## src/rtl/fetch_unit.sv

```systemverilog
`timescale 1ns/1ps
`default_nettype none
// ============================================================================
// Module      : fetch_unit
// Description : Opcode fetch sequencer. It issues one memory read per fetch,
//               writes IR and PC back, and supports redirects and ack timeout.
// Revision    : 1.0 - initial release
// ============================================================================
module fetch_unit #(
    parameter int ACK_TIMEOUT = 64
) (
    input  logic        clk,
    input  logic        rst,
    input  logic        fetch_req,
    input  logic        redirect_valid,
    input  logic [15:0] redirect_pc,
    input  logic        pc_hold,
    input  logic [15:0] r_pc,
    output logic        mem_req,
    output logic [15:0] mem_addr,
    input  logic        mem_ack,
    input  logic [7:0]  mem_rdata,
    output logic        wen_ir,
    output logic [7:0]  w_ir,
    output logic        wen_pc,
    output logic [15:0] w_pc,
    output logic        ir_valid,
    output logic        fetch_busy,
    output logic        err
);

    localparam logic [1:0] c_ST_IDLE  = 2'd0;
    localparam logic [1:0] c_ST_REQ   = 2'd1;
    localparam logic [1:0] c_ST_WB    = 2'd2;
    localparam logic [1:0] c_ST_REDIR = 2'd3;
    localparam logic [7:0] c_TIMEOUT  = 8'(ACK_TIMEOUT);

    logic [1:0] r_state;
    logic [7:0] r_wait_cnt;
    logic [7:0] w_cnt_nxt;
    logic       w_timeout;

    // The counter holds completed ack-less REQ cycles; the current cycle is
    // included in the comparison so mem_req stays up exactly ACK_TIMEOUT cycles.
    assign w_cnt_nxt = r_wait_cnt + 8'd1;
    assign w_timeout = (w_cnt_nxt == c_TIMEOUT);

    always_ff @(posedge clk) begin
        if (rst) begin
            r_state    <= c_ST_IDLE;
            r_wait_cnt <= 8'd0;
            mem_req    <= 1'b0;
            mem_addr   <= 16'h0000;
            wen_ir     <= 1'b0;
            w_ir       <= 8'h00;
            wen_pc     <= 1'b0;
            w_pc       <= 16'h0000;
            ir_valid   <= 1'b0;
            fetch_busy <= 1'b0;
            err        <= 1'b0;
        end else begin
            wen_ir   <= 1'b0;
            wen_pc   <= 1'b0;
            ir_valid <= 1'b0;
            case (r_state)
                c_ST_IDLE: begin
                    // A redirect that coincides with a fetch is folded into it.
                    if (fetch_req) begin
                        r_state    <= c_ST_REQ;
                        r_wait_cnt <= 8'd0;
                        mem_req    <= 1'b1;
                        mem_addr   <= redirect_valid ? redirect_pc : r_pc;
                        fetch_busy <= 1'b1;
                    end else if (redirect_valid) begin
                        r_state    <= c_ST_REDIR;
                        wen_pc     <= 1'b1;
                        w_pc       <= redirect_pc;
                        fetch_busy <= 1'b1;
                    end
                end
                c_ST_REQ: begin
                    if (mem_ack) begin
                        r_state  <= c_ST_WB;
                        mem_req  <= 1'b0;
                        w_ir     <= mem_rdata;
                        wen_ir   <= 1'b1;
                        ir_valid <= 1'b1;
                        if (!pc_hold) begin
                            wen_pc <= 1'b1;
                            w_pc   <= mem_addr + 16'd1;
                        end
                    end else if (w_timeout) begin
                        r_state    <= c_ST_IDLE;
                        mem_req    <= 1'b0;
                        fetch_busy <= 1'b0;
                        err        <= 1'b1;
                    end else begin
                        r_wait_cnt <= w_cnt_nxt;
                    end
                end
                c_ST_WB, c_ST_REDIR: begin
                    r_state    <= c_ST_IDLE;
                    fetch_busy <= 1'b0;
                end
                default: begin
                    r_state    <= c_ST_IDLE;
                    mem_req    <= 1'b0;
                    fetch_busy <= 1'b0;
                end
            endcase
        end
    end

endmodule
`default_nettype wire
```

## config.mk

```make
export PLATFORM = sky130hd
export DESIGN_NAME = fetch_unit
export DESIGN_NICKNAME = d
export VERILOG_FILES = /design/src/rtl/fetch_unit.sv
export SDC_FILE = /design/constraint.sdc
export NUM_CORES = 1
export LEC_CHECK = 0
export ABC_AREA = 1
export BUFFER_PORTS_ARGS = -buffer_cell sky130_fd_sc_hd__buf_4
export CAP_MARGIN = 25
export CORE_UTILIZATION = 25
export DETAILED_ROUTE_END_ITERATION = 10
export PLACE_DENSITY_LB_ADDON = 0.1
export SLEW_MARGIN = 20
export SYNTH_ARGS = -nofsm -noshare
export SYNTH_HDL_FRONTEND = slang
export SYNTH_SLANG_ARGS = --single-unit
```

## constraint.sdc

```tcl
create_clock -name clk -period 1.55 [get_ports clk]
set_input_delay 0.31 -clock clk [delete_from_list [all_inputs] [get_ports clk]]
set_output_delay 0.31 -clock clk [all_outputs]
set_load 0.01 [all_outputs]
```

# [Yosys cells after proc, flatten, opt, wreduce, memory -nomap -nowiden]
# Index checks and enable logic that the tools add are counted.
[classes] n_addsub=2 eq_ne=14 bitwise=2 reduce_logical=12 n_mux=29
[ops] cell="16-bit 2-to-1 mux" count=5
[ops] cell="16-bit case mux with 2 select lines" count=1
[ops] cell="8-bit 2-to-1 mux" count=3
[ops] cell="16-bit by 1-bit adder with 16-bit output, second input constant" count=1
[ops] cell="2-bit inequality test, second input constant" count=8
[ops] cell="8-bit case mux with 2 select lines" count=1
[ops] cell="1-bit 2-to-1 mux" count=11
[ops] cell="3-bit AND reduction" count=3
[ops] cell="8-bit by 1-bit adder with 8-bit output, second input constant" count=1
[ops] cell="8-bit by 7-bit equality test with 1-bit output, second input constant" count=1
[ops] cell="2-bit 2-to-1 mux" count=4
[ops] cell="3-bit inequality test, second input constant" count=2
[ops] cell="2-bit case mux with 3 select lines" count=1
[ops] cell="2-bit AND reduction" count=3
[ops] cell="5-bit AND reduction" count=1
[ops] cell="2-bit equality test, second input constant" count=2
[ops] cell="1-bit case mux with 2 select lines" count=2
[ops] cell="4-bit AND reduction" count=1
[ops] cell="2-bit OR reduction" count=2
[ops] cell="1-bit case mux with 3 select lines" count=1
[ops] cell="2-bit by 1-bit equality test with 1-bit output, second input constant" count=1
[ops] cell="2-bit zero test" count=1
[ops] cell="1-bit inverter" count=2
[ops] cell="2-bit nonzero test" count=1
[word_totals] reg_bits=55 word_cells=69 output_inout_bits=46

# [Logic depth before layout (Yosys ltp)]
# Gate-level depths: netlist of run 1.
[logic_depth] ltp_word=5 mapped_depth=13 mapped_depth_nobuf=12

# [Worst setup path after synthesis of run 1]
# OpenSTA, ideal clock, no wires.
[synth_timing] kind="flip-flop to flip-flop" startpoint="register mem_addr[0]" endpoint="register w_pc[12]" path_slack_ps=-27 path_stages_with_launch=9 arrival_time_ps=1461 synth_period_minus_slack_ps=1577 setup_time_ps=116 t_required_ps=1434 path_cell_list="dfxtp_1 ha_1 nand3_1 nor3_1 nand3_1 nor2_1 xor2_1 o21ai_1 nand2_1"
[synth_via] elab_chain_len=4
[synth_rtl] element="start, declared" line="20" source="output logic [15:0] mem_addr,"
[synth_rtl] element="start signal, assigned" line="72" source="mem_addr <= redirect_valid ? redirect_pc : r_pc;"
[synth_rtl] element="16-bit by 1-bit adder with 16-bit output" line="90" source="w_pc <= mem_addr + 16'd1;"
[synth_rtl] element="16-bit 2-to-1 mux" line="88" source="if (!pc_hold) begin"
[synth_rtl] element="16-bit 2-to-1 mux" line="82" source="if (mem_ack) begin"
[synth_rtl] element="16-bit case mux with 2 select lines" line="65" source="case (r_state)"
[synth_rtl] element="end signal, assigned" line="77" source="w_pc <= redirect_pc;"
[synth_rtl] element="end signal, assigned" line="90"
[synth_rtl] element="end, declared" line="26" source="output logic [15:0] w_pc,"
# No other way between the ends. The select of a mux whose other input is x is not followed.
# A chain may end at the register's enable or synchronous reset.

# [Final worst setup path of run 1]
[layout_timing] startpoint="register r_wait_cnt[0]" endpoint="register r_state[1]"
[layout_via] elab_chain_len=4
[layout_rtl] element="start, declared" line="39" source="logic [7:0] r_wait_cnt;"
[layout_rtl] element="start signal, assigned" line="98" source="r_wait_cnt <= w_cnt_nxt;"
[layout_rtl] element="8-bit by 1-bit adder with 8-bit output" line="45" source="assign w_cnt_nxt = r_wait_cnt + 8'd1;"
[layout_rtl] element="8-bit by 7-bit equality test with 1-bit output" line="46" source="assign w_timeout = (w_cnt_nxt == c_TIMEOUT);"
[layout_rtl] element="3-bit inequality test (no source line)"
[layout_rtl] element="2-bit AND reduction (no source line)"
[layout_rtl] element="end signal, assigned" line="50" source="r_state <= c_ST_IDLE;"
[layout_rtl] element="end signal, assigned" line="69" source="r_state <= c_ST_REQ;"
[layout_rtl] element="end signal, assigned" line="75" source="r_state <= c_ST_REDIR;"
[layout_rtl] element="end, declared" line="38" source="logic [1:0] r_state;"
# No other way between the ends.

==> flow_summary.yaml, run 1 <==
logic_synthesis:
  ys.flop_type: "dfxtp_1"
  synth_area_um2: 2770
  yosysTopAreaCellShare_pct: 39.75
  synthTopCellsByCount: "nand2_1 (104), dfxtp_1 (55), a21oi_1 (44), o21ai_0 (39), nor2_1 (34)"
  synth.largest_area_cell: "dfxtp_1"
  synthTopCellsByArea: "dfxtp_1 (40%), nand2_1 (14%), a21oi_1 (7.9%)"
  ys_warn_count: 0
  synth.avg_cell_area_um2: 6.806
  yosysMostFrequentCell: "nand2_1"
  synth-edff-count: 0
  synth_seq_cells: 55
  yosysSeqAreaShare_pct: 39.75
  synthDistinctLibCells: 28
  synthArstFlopShare_pct: 0
  synth_cells: 407
  synth_nets: 455
power_and_ir_drop:
  seqPwrFrac_pct: 45.2
  switchingPower_mw: 1.313
  clkPwrFrac_pct: 21.2
  power_density_nw_per_um2: 924.3
  p_leak_nw: 1.814
  p_int_mw: 2.479
  combinationalPowerShare_pct: 33.6
  netSwitchingFraction_pct: 34.63
  ir_drop_v: 0.0004227
die:
  start_util_pct: 25.55
  core_area_um2: 10840
  die_x_um: 107.3
  dieArea_um2: 11510
  row_count: 38
  ioPinCount: 92
  die_y_um: 107.3
timing:
  min_period_over_period_pct: 99.28
  finalWorstSetupSlack_ps: 11.22
  fin_skew_ps: 6.450
  slew_headroom_pct: 78.20
  final_hold_viol_count: 0
  drv_slew: 0
  worst_slew_pin_slew_ps: 326.6
  finalSetupViolations: 0
  period_minus_slack_ps: 1539
  rsz0062_at_grt: "true"
  whs_ps: 191.1
  clock.fmax_ghz: 0.6499
place:
  gp_congestion: 0.7578
  pre_cts_ws_ps: -62.99
  post_dp_cell_area_um2: 3807
  hpwl_um: 6560
  io_buffers: 91
route:
  wl_um: 9071
  ant_nets: 0
  via_per_inst: 4.542
  vias: 3007
  firstDrtPassIters: 5
  drc: 0
  wl_per_cell_um: 13.70
  drtIter0Drc: 103
clock_network:
  cts_buffers: 5
  clk_pin_slew_worst_paths_ps: 100
  cts-root-buf: "clkbuf_8"
  cts_max_level: 2
  clock_latency_ps: 310
  cts.sinks: 55
  cts_tree: "done"
  cts.path.max_buffers: 2
  cts_hold_buf: 0
worst_setup_path:
  reg2reg_depth: 11
  cp.required_ps: 1750
  r2r-start: "r_wait_cnt[0]"
  worst_setup_path_end_kind: "flip-flop"
  worst-path-max-fanout: 3
  setup.worst_path.start_class: "flip-flop"
  worst_r2r_endpoint: "r_state[1]"
  critical_path_class: "flip-flop to flip-flop"
  ff2ff_setup_slack_ps: 10
  crit_arrival_ps: 1740
finish:
  diodes: 0
  drive_above_1_share_pct: 36.02
  final_area_um2: 4103
  nets: 569
  syn2layout_area_growth_pct: 48.10
global_route:
  antenna_found_initial: 0
  grt_overflow_total: 0
  grt_pass1_wl_um: 14550
  track_usage_pct: 16.07
  first_global_vias: 2910
  grt_max_degree: 23
flow_run:
  timing.max_cap.violations: 0
hold_path:
  holdPathStages: 2
  whs_endpoint: "w_pc[0]"
  hp-class: "input port to flip-flop"
  hp-start: "rst"
outcome:
  outcome: "completed"
[layer usage]
| metal | global-route usage, % | up-vias | wire, µm |
|---|---|---|---|
| met2 | 26.64 | 85 | 4054 |
| met1 | 22.03 | 1351 | 4520 |
| met4 | 3.523 | 0 | 72 |
| li1 | - | 1566 | - |
| met3 | 2.300 | 5 | 423 |
| met5 | 0 | - | 0 |
[worst max-delay path by stage]
stage,start,end,depth (start not counted)
3_3_place_gp,mem_addr[1],w_pc[12],8
2_1_floorplan,r_wait_cnt[0],r_wait_cnt[4],11
6_report,r_wait_cnt[0],r_state[1],11
4_1_cts,r_wait_cnt[0],r_wait_cnt[4],12
5_1_grt,r_wait_cnt[0],r_wait_cnt[7],12
3_5_place_dp,r_wait_cnt[0],r_wait_cnt[4],12
[power groups by stage]
stage	Clock [mW]	Sequential [mW]	Combinational, mW
2_1_floorplan	0	1.77	0.554
3_3_place_gp	0	1.72	1.18
3_5_place_dp	0	1.73	1.18
4_1_cts	0.864	1.70	1.23
5_1_grt	0.909	1.74	1.42
6_report	0.805	1.71	1.27
[critical path, cell delays in order, from the launching register on]
cell	delay, ps
dfxtp_4	380
ha_4	130
nand2_2	70
nor2_4	110
nand3_1	80
nand2_1	70
nand2_2	70
nand3_4	100
nand3_4	120
buf_4	170
nand3_1	70
nor2_1	40
[cells in the final DEF (no fill, tap or decap), drive strengths merged]
master and instances:
a21oi 44, a311oi 2, a31oi 12, buf 129
clkbuf 6, clkinv 1, clkinvlp 2, dfxtp 55
ha 2, inv 31, nand2 112, nand3 27
nand3b 1, nand4 2, nor2 39, nor3 4
o21a 2, o21ai 44, or2 1, xor2 6
[stage by stage]
step	TNS (ps)	std cells	total power [mW]	utilization, %
2_1_floorplan	0	407	2.329	-
3_3_place_gp	-40.56	649	2.902	35.12
3_5_place_dp	-434.5	649	2.909	35.12
4_1_cts	-5.312	658	3.789	36.48
5_1_grt	-1066	662	4.067	37.85
6_report	0	662	3.792	37.85
[sequential cells by signal, indices dropped and copies added, names as in the netlist]
signal / flops
w_ir: 8
wen_pc: 1
fetch_busy: 1
r_wait_cnt: 8
mem_addr: 16
r_state: 2
ir_valid: 1
w_pc: 16
mem_req: 1
err: 1
[final cells by class]
type / count / area [µm²]
fillers: 1208 / 6738
multi-input cells: 298 / 1590
flip-flops and latches: 55 / 1119
repair buffers: 129 / 1005
well taps: 140 / 175.2
inverters: 32 / 128.9
clock buffers: 6 / 72.57
clock inverters: 2 / 12.51
[kinds of logic (layout without fill, tap and decap cells)]
family,count (synthesis),after routing,synth area share (%)
xor gates and xnor gates,6,6,1.897
buffers and inverters,55,169,8.266
DFF,55,55,39.75
AOI/OAI and AO/OA,104,104,19.78
and+or+nand+nor,185,186,29.40
adders and majority gates,2,2,0.9032
[what timing repair did]
| item | in CTS | in global routing |
|---|---|---|
| gates resized for setup | 15 | 35 |
| gates cloned | 1 | 0 |
| endpoints found under the setup margin | 12 | 30 |
| setup buffers | 0 | 4 |
| pin swaps | 10 | 14 |
Note: power is estimated with default switching activity, not from simulation.
==> run 2, diff against run 1 <==
- ABC_AREA: 1 -> default
==> run 2 against run 1 <==
Net effect: the flow now finishes with violations (negative setup slack); total power up 4.1%; combinational power down 21%; via count about the same; register-to-register slack worse by 150 ps; cell count down 6.3%; sequential cell count unchanged; setup slack worse by 150 ps; core utilization up 3.6 points; routed wire length up 2.8%; highest routed layer unchanged.
==> flow_summary.yaml, run 2 <==
finish:
  final_common_cell: "buf_4"
  diodes: 0
  fin_cells: 620
  drive_above_1_share_pct: 44.79
  top_regs: "mem_addr x16, w_pc x16"
  layout_common_cells: "buf_4 (141), nor2_1 (44), dfxtp_1 (42)"
  nFillCells: 1123
  syn2layout_area_growth_pct: 59.94
  final_area_um2: 4531
  nets: 527
worst_setup_path:
  reg2reg_depth: 6
  worst_r2r_endpoint: "r_wait_cnt[6]"
  setup.worst_path.start_class: "flip-flop"
  ff2ff_setup_slack_ps: -140
  slowest_stage: "dfxtp_2"
  crit_arrival_ps: 1850
  worst-path-max-fanout: 7
  critical_path_class: "flip-flop to flip-flop"
  r2r-start: "r_state[0]"
  worst_setup_path_end_kind: "flip-flop"
  critPathMostFrequentCell: "buf_4"
  slowest_delay_ps: 320
  crit_buf_inv: 2
  crit_path_cell_trace: "buf_4 > nand2b_1 > a21o_1 > buf_4 > a211oi_1 > o32ai_2"
  cp_top_family: "compound AO/OA/AOI/OAI gates"
  cp.required_ps: 1710
timing:
  slew_headroom_pct: 71.64
  rsz0062_at_grt: "true"
  period_minus_slack_ps: 1690
  worst_slew_pin_slew_ps: 425.4
  min_period_over_period_pct: 109.0
  whs_ps: 274.3
  finalWorstSetupSlack_ps: -139.6
  clock.fmax_ghz: 0.5919
  finalSetupViolations: 12
  final_hold_viol_count: 0
  fin_skew_ps: 9.457
  drv_slew: 0
clock_network:
  cts-root-buf: "clkbuf_16"
  cts_hold_buf: 0
  cts_max_level: 2
  cts_tree: "done"
  clk_pin_slew_worst_paths_ps: 70
  cts.path.max_buffers: 2
  cts.sinks: 55
  cts_buffers: 5
  clock_latency_ps: 300
route:
  via_per_inst: 4.855
  drtIter0Drc: 69
  wl_per_cell_um: 15.04
  firstDrtPassIters: 4
  drc: 0
  vias: 3010
  wl_um: 9325
  ant_nets: 0
logic_synthesis:
  synth.avg_cell_area_um2: 8.187
  ys_warn_count: 0
  yosysTopAreaCellShare_pct: 38.87
  synthDistinctLibCells: 52
  ys.flop_type: "dfxtp_1"
  synth_nets: 394
  synthTopCellsByArea: "dfxtp_1 (39%), a211oi_1 (6.1%), nor2_1 (5.8%)"
  yosysSeqAreaShare_pct: 38.87
  synth_seq_cells: 55
  synth_cells: 346
  synth-edff-count: 0
  synthTopCellsByCount: "dfxtp_1 (55), nor2_1 (44), a21oi_1 (31), nand2_1 (31), a211oi_1 (23)"
  synth_area_um2: 2833
  synth.largest_area_cell: "dfxtp_1"
  yosysMostFrequentCell: "dfxtp_1"
  synthArstFlopShare_pct: 0
die:
  core_area_um2: 10940
  ioPinCount: 92
  row_count: 38
  dieArea_um2: 11760
  die_x_um: 108.4
  start_util_pct: 25.90
  die_y_um: 108.4
place:
  place_inst: 601
  post_dp_cell_area_um2: 4060
  pre_cts_ws_ps: -234.6
  hpwl_um: 6672
  io_buffers: 91
  gp_congestion: 0.7921
power_and_ir_drop:
  p_leak_nw: 1.876
  p_total_mw: 3.947
  ir_drop_v: 0.0003940
  power_density_nw_per_um2: 871.3
hold_path:
  hp-start: "mem_rdata[2]"
  whs_endpoint: "w_ir[2]"
  hp-class: "input port to flip-flop"
  holdPathStages: 3
global_route:
  met3_usage_pct: 2.652
  busiest_layer: "met2"
  met2_usage_pct: 25.45
  antenna_found_initial: 0
  met1_usage_pct: 21.12
  grt_max_degree: 33
  track_usage_pct: 15.62
  first_global_vias: 2923
  grt_pass1_wl_um: 14500
  grt_overflow_total: 0
outcome:
  violations: "negative setup slack"
  outcome: "finished with violations"
flow_run:
  timing.max_cap.violations: 0
[run 2: cell count changes in the layout (fill, tap and decap cells not counted), moves of 15 or more]
cell / previous run / this run
o21ai_0: 39 / 5
mux2i_1: 0 / 16
buf_4: 124 / 141
a211oi_1: 0 / 19
nor2_1: 29 / 44
inv_1: 28 / 1
a21oi_1: 43 / 27
nand2_1: 96 / 29
[run 2: power by group]
group | leakage (nW) | internal, mW | switching (mW)
Combinational | 1.33 | 0.503 | 0.499
Clock | 0.0875 | 0.814 | 0.540
Sequential | 0.457 | 1.51 | 0.0769
[run 2: routing by layer]
| layer | part of all wire [%] | vias to the layer above |
|---|---|---|
| li1 | - | 1512 |
| met1 | 48 | 1413 |
| met2 | 47 | 77 |
| met3 | 4.5 | 8 |
| met4 | 0.92 | 0 |
| met5 | 0 | - |
[run 2: worst max-delay path by stage]
stage                              from       endpoint  depth (start not counted)
after floorplan           r_wait_cnt[0]  r_wait_cnt[0]                          5
after global placement    r_wait_cnt[0]  r_wait_cnt[0]                          5
after detailed placement  r_wait_cnt[0]  r_wait_cnt[2]                          5
after CTS                 r_wait_cnt[0]  r_wait_cnt[0]                          6
after global routing         r_state[0]  r_wait_cnt[6]                          6
final                        r_state[0]  r_wait_cnt[6]                          6
[run 2: logic make-up after synthesis]
logic type,Yosys count,synth area share (%)
flops,55,38.87
simple gates,138,23.90
buf+inv,29,4.505
compound gates,94,22.39
xor+xnor,11,3.401
mux,17,6.051
fa+ha+maj,2,0.8833
[run 2: worst register-to-register path, cell delays in order (launching register included)]
cell	delay [ps]
dfxtp_2	320
buf_4	150
nand2b_1	240
a21o_1	250
buf_4	170
a211oi_1	310
o32ai_2	120
[run 2: repair_timing]
| action | CTS | global route |
|---|---|---|
| resized for setup | 18 | 26 |
| setup endpoints to repair | 17 | 24 |
| gates cloned | 0 | 2 |
| pin swaps | 12 | 10 |
| buffers inserted | 6 | 3 |
[run 2: cell type report]
type | count | area (µm²) | area share (%)
multi-input combinational | 262 | 1802 | 39.77
clock inverter | 2 | 38.79 | 0.8561
inverter | 1 | 3.754 | 0.08285
sequential | 55 | 1127 | 24.88
clock buffer | 6 | 138.9 | 3.065
tap | 140 | 175.2 | 3.866
timing repair buffer | 154 | 1245 | 27.48
[run 2: per-stage QoR]
| stage | utilization, % | TNS (ps) |
|---|---|---|
| finish | 41.43 | -912.7 |
| global route | 41.43 | -1925 |
| CTS | 39.91 | -766.6 |
| detailed placement | 37.13 | -3087 |
| global placement | 37.13 | -2832 |
| floorplan | - | -1261 |
